`config.mk`:
```
export PLATFORM = sky130hd
export DESIGN_NAME = mcu_sequencer
export DESIGN_NICKNAME = d
export VERILOG_FILES = /design/src/rtl/mcu_sequencer.sv
export SDC_FILE = /design/constraint.sdc
export NUM_CORES = 1
export LEC_CHECK = 0
export CAP_MARGIN = 5
export CELL_PAD_IN_SITES_DETAIL_PLACEMENT = 2
export CELL_PAD_IN_SITES_GLOBAL_PLACEMENT = 2
export CORE_UTILIZATION = 36
export DETAILED_ROUTE_END_ITERATION = 8
export PLACE_DENSITY_LB_ADDON = 0.1
export SYNTH_ARGS = -nofsm -noshare
export SYNTH_HDL_FRONTEND = slang
export SYNTH_SLANG_ARGS = --single-unit
```
`constraint.sdc`:
```
create_clock -name clk -period 8.1 [get_ports clk]
set_input_delay 0.81 -clock clk [delete_from_list [all_inputs] [get_ports clk]]
set_output_delay 0.81 -clock clk [all_outputs]
set_load 0.01 [all_outputs]
```
`src/rtl/mcu_sequencer.sv`:
```
// mcu_sequencer
// Control for the chroma supersample stage of a baseline 4:2:0 JPEG decoder.
// Accepts IDCT'd 8x8 blocks from the decode pipe and checks each channel tag
// against the MCU order Y0,Y1,Y2,Y3,Cb,Cr. In-order blocks are issued to the
// supersample stage. Issue is throttled by a downstream credit counter.
// Sideband tags are registered once, so they line up with the supersample's
// registered output.
//
// Ports:
//   clk, rst_n            clock, asynchronous active-low reset
//   start, frame_mcus     frame start pulse and frame length (sampled on start)
//   busy                  frame in progress
//   in_valid/in_ready     upstream block handshake; in_ch is the channel tag
//   ss_valid, ss_ch       supersample valid_in / ch_in
//   credit_return         downstream freed one buffer slot
//   out_tag_valid, out_y_idx, out_mcu_last, out_frame_last
//                         sideband tags, one cycle after issue
//   mcu_count             MCUs completed in the current frame
//   order_err, err_clear  sticky order/credit error and its clear
module mcu_sequencer #(
    parameter int CREDITS = 2,
    parameter int MCU_W   = 16
) (
    input  logic             clk,
    input  logic             rst_n,
    input  logic             start,
    input  logic [MCU_W-1:0] frame_mcus,
    output logic             busy,
    input  logic             in_valid,
    output logic             in_ready,
    input  logic [1:0]       in_ch,
    output logic             ss_valid,
    output logic [1:0]       ss_ch,
    input  logic             credit_return,
    output logic             out_tag_valid,
    output logic [1:0]       out_y_idx,
    output logic             out_mcu_last,
    output logic             out_frame_last,
    output logic [MCU_W-1:0] mcu_count,
    output logic             order_err,
    input  logic             err_clear
);

    localparam logic [3:0] CRED_MAX = 4'(CREDITS);

    typedef enum logic [1:0] {
        ST_IDLE = 2'd0,
        ST_Y    = 2'd1,
        ST_CB   = 2'd2,
        ST_CR   = 2'd3
    } state_t;

    state_t           state_q, state_d;
    logic [1:0]       y_cnt_q, y_cnt_d;
    logic [3:0]       credits_q, credits_d;
    logic [MCU_W-1:0] mcu_count_q, mcu_count_d;
    logic [MCU_W-1:0] frame_len_q, frame_len_d;
    logic             order_err_q, order_err_d;
    logic             tag_valid_q, tag_valid_d;
    logic [1:0]       tag_y_idx_q, tag_y_idx_d;
    logic             tag_mcu_last_q, tag_mcu_last_d;
    logic             tag_frame_last_q, tag_frame_last_d;

    logic             busy_c;
    logic [1:0]       exp_ch;
    logic             ready_c;
    logic             accept;
    logic             issue;
    logic             mismatch;
    logic             overflow;
    logic [MCU_W-1:0] mcu_inc;
    logic             last_mcu;

    always_comb begin
        busy_c   = (state_q != ST_IDLE);
        exp_ch   = 2'd0;
        case (state_q)
            ST_Y:    exp_ch = 2'd0;
            ST_CB:   exp_ch = 2'd1;
            ST_CR:   exp_ch = 2'd2;
            default: exp_ch = 2'd0;
        endcase
        ready_c  = busy_c && (credits_q != 4'd0);
        accept   = in_valid && ready_c;
        issue    = accept && (in_ch == exp_ch);
        mismatch = accept && (in_ch != exp_ch);
        // A return that coincides with an issue is net zero, so it can never
        // overflow; only a lone return into a full counter is an error.
        overflow = credit_return && !issue && (credits_q == CRED_MAX);
        mcu_inc  = mcu_count_q + 1'b1;
        last_mcu = !(mcu_inc < frame_len_q);
    end

    always_comb begin
        state_d          = state_q;
        y_cnt_d          = y_cnt_q;
        credits_d        = credits_q;
        mcu_count_d      = mcu_count_q;
        frame_len_d      = frame_len_q;
        order_err_d      = order_err_q;
        tag_valid_d      = issue;
        tag_y_idx_d      = 2'd0;
        tag_mcu_last_d   = 1'b0;
        tag_frame_last_d = 1'b0;

        case (state_q)
            ST_IDLE: begin
                if (start && (frame_mcus != '0)) begin
                    state_d     = ST_Y;
                    frame_len_d = frame_mcus;
                    mcu_count_d = '0;
                    y_cnt_d     = 2'd0;
                end
            end
            ST_Y: begin
                if (issue) begin
                    tag_y_idx_d = y_cnt_q;
                    if (y_cnt_q == 2'd3) begin
                        state_d = ST_CB;
                        y_cnt_d = 2'd0;
                    end else begin
                        y_cnt_d = y_cnt_q + 2'd1;
                    end
                end
            end
            ST_CB: begin
                if (issue) begin
                    state_d = ST_CR;
                end
            end
            ST_CR: begin
                if (issue) begin
                    tag_mcu_last_d   = 1'b1;
                    tag_frame_last_d = last_mcu;
                    mcu_count_d      = mcu_inc;
                    y_cnt_d          = 2'd0;
                    state_d          = last_mcu ? ST_IDLE : ST_Y;
                end
            end
            default: state_d = ST_IDLE;
        endcase

        if (issue && !credit_return) begin
            credits_d = credits_q - 4'd1;
        end else if (credit_return && !issue && (credits_q != CRED_MAX)) begin
            credits_d = credits_q + 4'd1;
        end

        // Setting wins over clearing in the same cycle.
        if (mismatch || overflow) begin
            order_err_d = 1'b1;
        end else if (err_clear) begin
            order_err_d = 1'b0;
        end
    end

    always_ff @(posedge clk or negedge rst_n) begin
        if (!rst_n) begin
            state_q          <= ST_IDLE;
            y_cnt_q          <= 2'd0;
            credits_q        <= CRED_MAX;
            mcu_count_q      <= '0;
            frame_len_q      <= '0;
            order_err_q      <= 1'b0;
            tag_valid_q      <= 1'b0;
            tag_y_idx_q      <= 2'd0;
            tag_mcu_last_q   <= 1'b0;
            tag_frame_last_q <= 1'b0;
        end else begin
            state_q          <= state_d;
            y_cnt_q          <= y_cnt_d;
            credits_q        <= credits_d;
            mcu_count_q      <= mcu_count_d;
            frame_len_q      <= frame_len_d;
            order_err_q      <= order_err_d;
            tag_valid_q      <= tag_valid_d;
            tag_y_idx_q      <= tag_y_idx_d;
            tag_mcu_last_q   <= tag_mcu_last_d;
            tag_frame_last_q <= tag_frame_last_d;
        end
    end

    assign busy           = busy_c;
    assign in_ready       = ready_c;
    assign ss_valid       = issue;
    assign ss_ch          = exp_ch;
    assign out_tag_valid  = tag_valid_q;
    assign out_y_idx      = tag_y_idx_q;
    assign out_mcu_last   = tag_mcu_last_q;
    assign out_frame_last = tag_frame_last_q;
    assign mcu_count      = mcu_count_q;
    assign order_err      = order_err_q;

endmodule

```
==> results.yml, run 1 <==
timing:
  fin_crit_ps: 3440
  slew_headroom_pct: 53.6
  period_share_pct: 42.4
  setup_viol: 0
  fmax_mhz: 291
  rsz0062_at_grt: "no"
  worst_pin_slew_ps: 694
  setup_slack_ps: 4660
  finalHoldViolations: 0
  finalSetupTns_ps: 0
  fin_skew_ps: 3.65
  maxSlewViolCount: 0
job:
  drv_cap: 0
yosys:
  ys_seq_area_share_pct: 41.8
  synth-async-reset-ratio_pct: 100
  synth.avg_cell_area_um2: 10.3
  ys_types: 47
  ys_seq_elements: 46
  synth_compound_area_share_pct: 14.5
  synth_fa_ha_area_share_pct: 12.1
  synth_edf_count: 0
  yosys_warnings: 0
  yosys.area_share.simple_pct: 13.4
  synth_top_family_by_area: "compound AO/OA/AOI/OAI gates"
  post_synth_mux_area_share_pct: 7.30
  synth-xor-area-share_pct: 6.03
  synth_fp_nets: 317
  syn_area_mm2: 0.00276
  ys.flop_type: "dfrtp_1"
  syn_inst: 267
power_and_ir_drop:
  p_int_w: 0.000634
  swShare_pct: 35.6
  power_density_mw_per_mm2: 281
  p_switching_w: 0.000351
  power_frac_seq_pct: 36.2
  p_comb_share_pct: 41.9
  clock_power_share_pct: 21.9
  ir_drop_v: 0.000138
  p_leak_nw: 1.68
critical_path:
  cp-end-kind: "output port"
  crit_buf_inv: 3
  slowest_stage: "clkdlybuf4s50_1"
  critPathMaxFanout: 7
  critPathMostFrequentCell: "clkdlybuf4s50_1"
  slowest_delay_ps: 560
  worst_ep_required_time_ps: 7290
  startpoint_type: "input port"
  critPathArrivalTime_ps: 2630
  crit_family: "buffers and inverters"
  worstSetupPathType: "in2out"
  path_cells: "clkdlybuf4s50_1 > xnor2_1 > nand4_1 > inv_1 > clkdlybuf4s50_1"
drt:
  drt_iter0_markers: 25
  wl_um: 7520
  routed_via_density: 5.23
  drt_first_pass_iters: 3
  ant_nets: 0
  num_vias: 2201
  drc: 0
  routedWlPerCell_um: 17.9
grt:
  grt_use_total_pct: 20.7
  grt_pass1_vias: 2414
  grt_overflow: 0
  grt_pass1_wl_um: 12400
  grt_max_degree: 47
  antenna_found_initial: 0
floorplan:
  fp.dieH_um: 89.5
  core_mm2: 0.00733
  die_w_um: 89.5
  ioPinCount: 51
  rows: 31
  die_area_mm2: 0.00801
  start_util_pct: 37.6
clocking:
  post_cts_buffers: 0
  cts_made_buffers: 5
  cts_tree: "yes"
  ctsHoldBuffers: 0
  cts.sinks: 46
  htree_num_levels: 2
  clockRootBuffer: "clkbuf_8"
  cts_resized: 0
  cts_buffer_depth: 2
  clk_latency_ps: 300
  cts.clk_slew.worst_paths_ps: 90
layout:
  diodes: 0
  layout_commonest_cell: "clkdlybuf4s50_1"
  drive_gt1_share_pct: 11.2
  layout_common_cells: "49 x clkdlybuf4s50_1, 45 x dfrtp_1, 27 x inv_1"
  areaGrowthSynthToFinish_pct: 27.0
  fin_nets: 371
place:
  dp_slack_ps: 4630
  portBuffers: 50
  dp_hpwl_um: 5720
  globalplace.congestion: 0.720
run_status:
  status: "finished clean"
worst_hold_path:
  worst_hold_path_type: "reg2reg"
[state kept, by name (all words and copies together) (netlist names)]
register / cells
out_mcu_last: 1
order_err: 1
mcu_count: 16
out_tag_valid: 1
frame_len_q: 16
state_q: 2
out_frame_last: 1
out_y_idx: 2
y_cnt_q: 2
credits_q: 4
[path summary, 6_finish.rpt]
kind                                             start                           to  slack [ps]  depth (start not counted)
setup / recovery                              in_ch[1]                     ss_valid        4660                          5
hold / removal             frame_len_q[15]$_DFFE_PN0P_  frame_len_q[15]$_DFFE_PN0P_         520                          1
setup reg to reg              mcu_count[0]$_DFFE_PN0P_       state_q[0]$_DFFE_PN0P_        4830                         12
hold reg to reg            frame_len_q[15]$_DFFE_PN0P_  frame_len_q[15]$_DFFE_PN0P_         520                          1
max in group asynchronous                        rst_n  frame_len_q[15]$_DFFE_PN0P_        7090                          2
min in group asynchronous                        rst_n     mcu_count[3]$_DFFE_PN0P_         600                          2
[synthesized netlist by cell type, drive strengths merged, types with 2 or more instances]
cell	count	share of area, %
buf	4	0.95
nor4	4	0.91
and2	3	0.68
inv	28	3.9
o2111ai	2	0.64
ha	25	11
a21o	4	1.1
a21oi	14	2.5
and3	13	3.1
mux2	17	6.9
nor2	23	3.1
or2	2	0.45
nand4	4	0.91
o21ai	11	2.0
nand3	4	1.2
xnor2	8	2.5
a22o	12	3.8
o22ai	2	0.45
nor3	3	0.73
nand2	10	1.4
xor2	11	3.5
dfrtp	45	41
a211oi	2	0.54
[area by class of cell]
cell class              count  area [µm²]
repair buffers             51         503
clock buffers               6        82.6
clock inverters             2        60.1
inverters                  28         108
multi-input cells         189        1470
well taps                  99         124
fillers                   779        3830
flip-flops and latches     46        1150
[metal layers]
| metal | global-route usage, % | share of wire (%) | wire, µm |
|---|---|---|---|
| met1 | 25.2 | 44 | 3280 |
| met2 | 36.8 | 52 | 3890 |
| met3 | 5.36 | 4.2 | 317 |
| met4 | 4.18 | 0.41 | 31 |
| met5 | 0 | 0 | 0 |
[metrics by stage]
stage	area (µm²)	hold WS, ps	cells	utilization [%]	total power, W
6_report	3500	516	421	47.8	0.000985
5_1_grt	3500	539	421	47.8	0.00107
4_1_cts	3500	521	421	47.8	0.00101
3_5_place_dp	3360	498	413	45.8	0.000779
3_3_place_gp	3360	488	413	45.8	0.000755
2_1_floorplan	2760	471	267	-	0.000631
[power by group through the flow]
stage	Clock, W	Combinational (W)	Sequential, W
2_1_floorplan	0	0.000283	0.000347
3_3_place_gp	0	0.000400	0.000355
3_5_place_dp	0	0.000418	0.000361
4_1_cts	0.000225	0.000424	0.000357
5_1_grt	0.000234	0.000466	0.000367
6_report	0.000216	0.000413	0.000356
[worst register-to-register path: stages (launching register included)]
cell      delay (ps)
dfrtp_1          490
ha_1             230
and3_1           220
and2_0           300
nand3_1          140
xnor2_1          170
ha_1             300
o211ai_1         110
nor2_1           150
or3b_2           470
a21oi_1          240
o21ai_0          140
o22a_1           200
[kinds of logic after synthesis]
kind of cell,count (synthesis)
mux,18
xor+xnor,19
compound gates,57
flops,46
fa+ha+maj,26
buf+inv,32
simple gates,69
Power figures use the tool's default switching activity.
==> run 2, diff against run 1 <==
--- a/config.mk
+++ b/config.mk
@@ -8,7 +8,7 @@
 export CAP_MARGIN = 5
 export CELL_PAD_IN_SITES_DETAIL_PLACEMENT = 2
 export CELL_PAD_IN_SITES_GLOBAL_PLACEMENT = 2
-export CORE_UTILIZATION = 36
+export CORE_UTILIZATION = 33
 export DETAILED_ROUTE_END_ITERATION = 8
 export PLACE_DENSITY_LB_ADDON = 0.1
 export SYNTH_ARGS = -nofsm -noshare
==> constraint.sdc (replaced) <==
create_clock -name clk -period 3.2 [get_ports clk]
set_input_delay 0.32 -clock clk [delete_from_list [all_inputs] [get_ports clk]]
set_output_delay 0.32 -clock clk [all_outputs]
set_load 0.01 [all_outputs]
==> results.yml, run 2 (synthesis results as in run 1) <==
drt:
  ant_nets: 0
  routed_via_density: 5.21
  drt_iter0_markers: 45
  routedWlPerCell_um: 17.5
  num_vias: 2226
  drc: 0
  wl_um: 7490
  drt_first_pass_iters: 4
clocking:
  htree_num_levels: 2
  cts_made_buffers: 5
  cts.sinks: 46
  cts_buffer_depth: 2
  clk_latency_ps: 300
  cts_tree: "yes"
  clockRootBuffer: "clkbuf_8"
  ctsHoldBuffers: 0
  cts.clk_slew.worst_paths_ps: 90
floorplan:
  core_mm2: 0.00789
  die_area_mm2: 0.00873
  die_w_um: 93.4
  rows: 32
  fp.dieH_um: 93.4
  start_util_pct: 35.0
  ioPinCount: 51
place:
  globalplace.congestion: 0.713
  dp_hpwl_um: 5860
  portBuffers: 50
  dp.cells: 419
critical_path:
  crit_buf_inv: 0
  worstSetupPathType: "reg2reg"
  startpoint_type: "flip-flop"
  slowest_delay_ps: 470
  critPathMostFrequentCell: "ha_1"
  slowest_stage: "or3b_2"
  worst_ep_required_time_ps: 3390
  cp-end-kind: "flip-flop"
  path_cells: "ha_1 > and3_1 > and2_1 > nand3_1 > xnor2_1 > ha_1 > o211ai_1 > nor2_1 > or3b_2 > a21oi_1 > o21ai_0 > o22a_1"
  crit_family: "simple AND/OR/NAND/NOR gates"
  critPathMaxFanout: 7
  critPathArrivalTime_ps: 3250
timing:
  whs_ps: 116
  fin_skew_ps: 6.58
  finalHoldViolations: 0
  finalSetupTns_ps: 0
  slew_headroom_pct: 44.4
  fmax_mhz: 328
  fin_crit_ps: 3050
  period_share_pct: 95.4
  worst_pin_slew_ps: 834
  setup_viol: 0
  maxSlewViolCount: 0
grt:
  grt_overflow: 0
  grt_pass1_vias: 2527
  grt_use_total_pct: 19.3
  grt_pass1_wl_um: 13000
  grt_max_degree: 36
  antenna_found_initial: 0
power_and_ir_drop:
  swShare_pct: 37.0
  p_int_w: 0.00153
  power_density_mw_per_mm2: 691
  p_switching_w: 0.000898
  power_frac_seq_pct: 37.2
  ir_drop_v: 0.000321
  power_w: 0.00243
  clock_power_share_pct: 18.1
  p_leak_nw: 1.70
  p_comb_share_pct: 44.6
job:
  drv_cap: 0
run_status:
  status: "finished clean"
layout:
  fillers: 829
  fin_nets: 374
  layout_common_cells: "49 x clkdlybuf4s50_1, 44 x dfrtp_1, 27 x inv_1"
  diodes: 0
  stdcell_count: 427
  areaGrowthSynthToFinish_pct: 27.3
  drive_gt1_share_pct: 11.7
  layout_commonest_cell: "clkdlybuf4s50_1"
worst_hold_path:
  worst_hold_path_type: "in2async"
[run 2: changes by cell type in the layout (fill, tap and decap cells not counted), sizes merged]
| cell | change |
|---|---|
| buf | +3 |
| bufinv | -1 |
| clkbuf | +1 |
[run 2: worst paths after layout]
path | endpoint | slack [ps] | startpoint | cells after the start
max in group asynchronous | frame_len_q[11]$_DFFE_PN0P_ | 2380 | rst_n | 2
max | state_q[0]$_DFFE_PN0P_ | 150 | mcu_count[0]$_DFFE_PN0P_ | 12
min | credits_q[2]$_DFFE_PN0P_ | 120 | rst_n | 1
min reg2reg | credits_q[3]$_DFFE_PN0P_ | 510 | credits_q[3]$_DFFE_PN0P_ | 1
min in group clk | credits_q[3]$_DFFE_PN0P_ | 510 | credits_q[3]$_DFFE_PN0P_ | 1
max reg2reg | state_q[0]$_DFFE_PN0P_ | 150 | mcu_count[0]$_DFFE_PN0P_ | 12
[run 2: final cells by class]
cell class	count	area [µm²]	share of cell area, %
inverter	28	108	3.06
multi-input combinational	189	1480	42.1
sequential	46	1150	32.9
clock inverter	1	30.0	0.855
clock buffer	7	76.3	2.17
tap	102	128	3.64
timing repair buffer	54	538	15.3
[run 2: timing repair]
item / 4_1_cts / 5_1_grt
setup buffers: 0 / 0
endpoints found under the setup margin: 0 / 1
gates resized for setup: 0 / 3
endpoints found under the hold margin: 0 / 0
[run 2: power by group through the flow]
stage	Clock [W]	Sequential, W	Combinational, W
after global placement	0	0.000901	0.00106
after global routing	0.000479	0.000933	0.00123
after detailed placement	0	0.000916	0.00110
final	0.000440	0.000904	0.00108
after floorplan	0	0.000879	0.000717
after CTS	0.000454	0.000905	0.00111
[run 2: routing by layer]
| metal | vias to the layer above | part of all wire [%] | track usage [%] |
|---|---|---|---|
| li1 | 1055 | - | - |
| met1 | 1139 | 47 | 24.9 |
| met2 | 30 | 50 | 34.2 |
| met3 | 2 | 2.8 | 2.68 |
| met4 | 0 | 0.51 | 3.85 |
| met5 | - | 0 | 0 |
[run 2: per-stage QoR]
| step | instance area, µm² | worst slack [ps] | utilization, % |
|---|---|---|---|
| after CTS | 3500 | 39.6 | 44.4 |
| after detailed placement | 3400 | 88.2 | 43.1 |
| final | 3510 | 147 | 44.5 |
| after global placement | 3400 | 261 | 43.1 |
| after global routing | 3510 | -19.0 | 44.5 |
| after floorplan | 2760 | 419 | - |
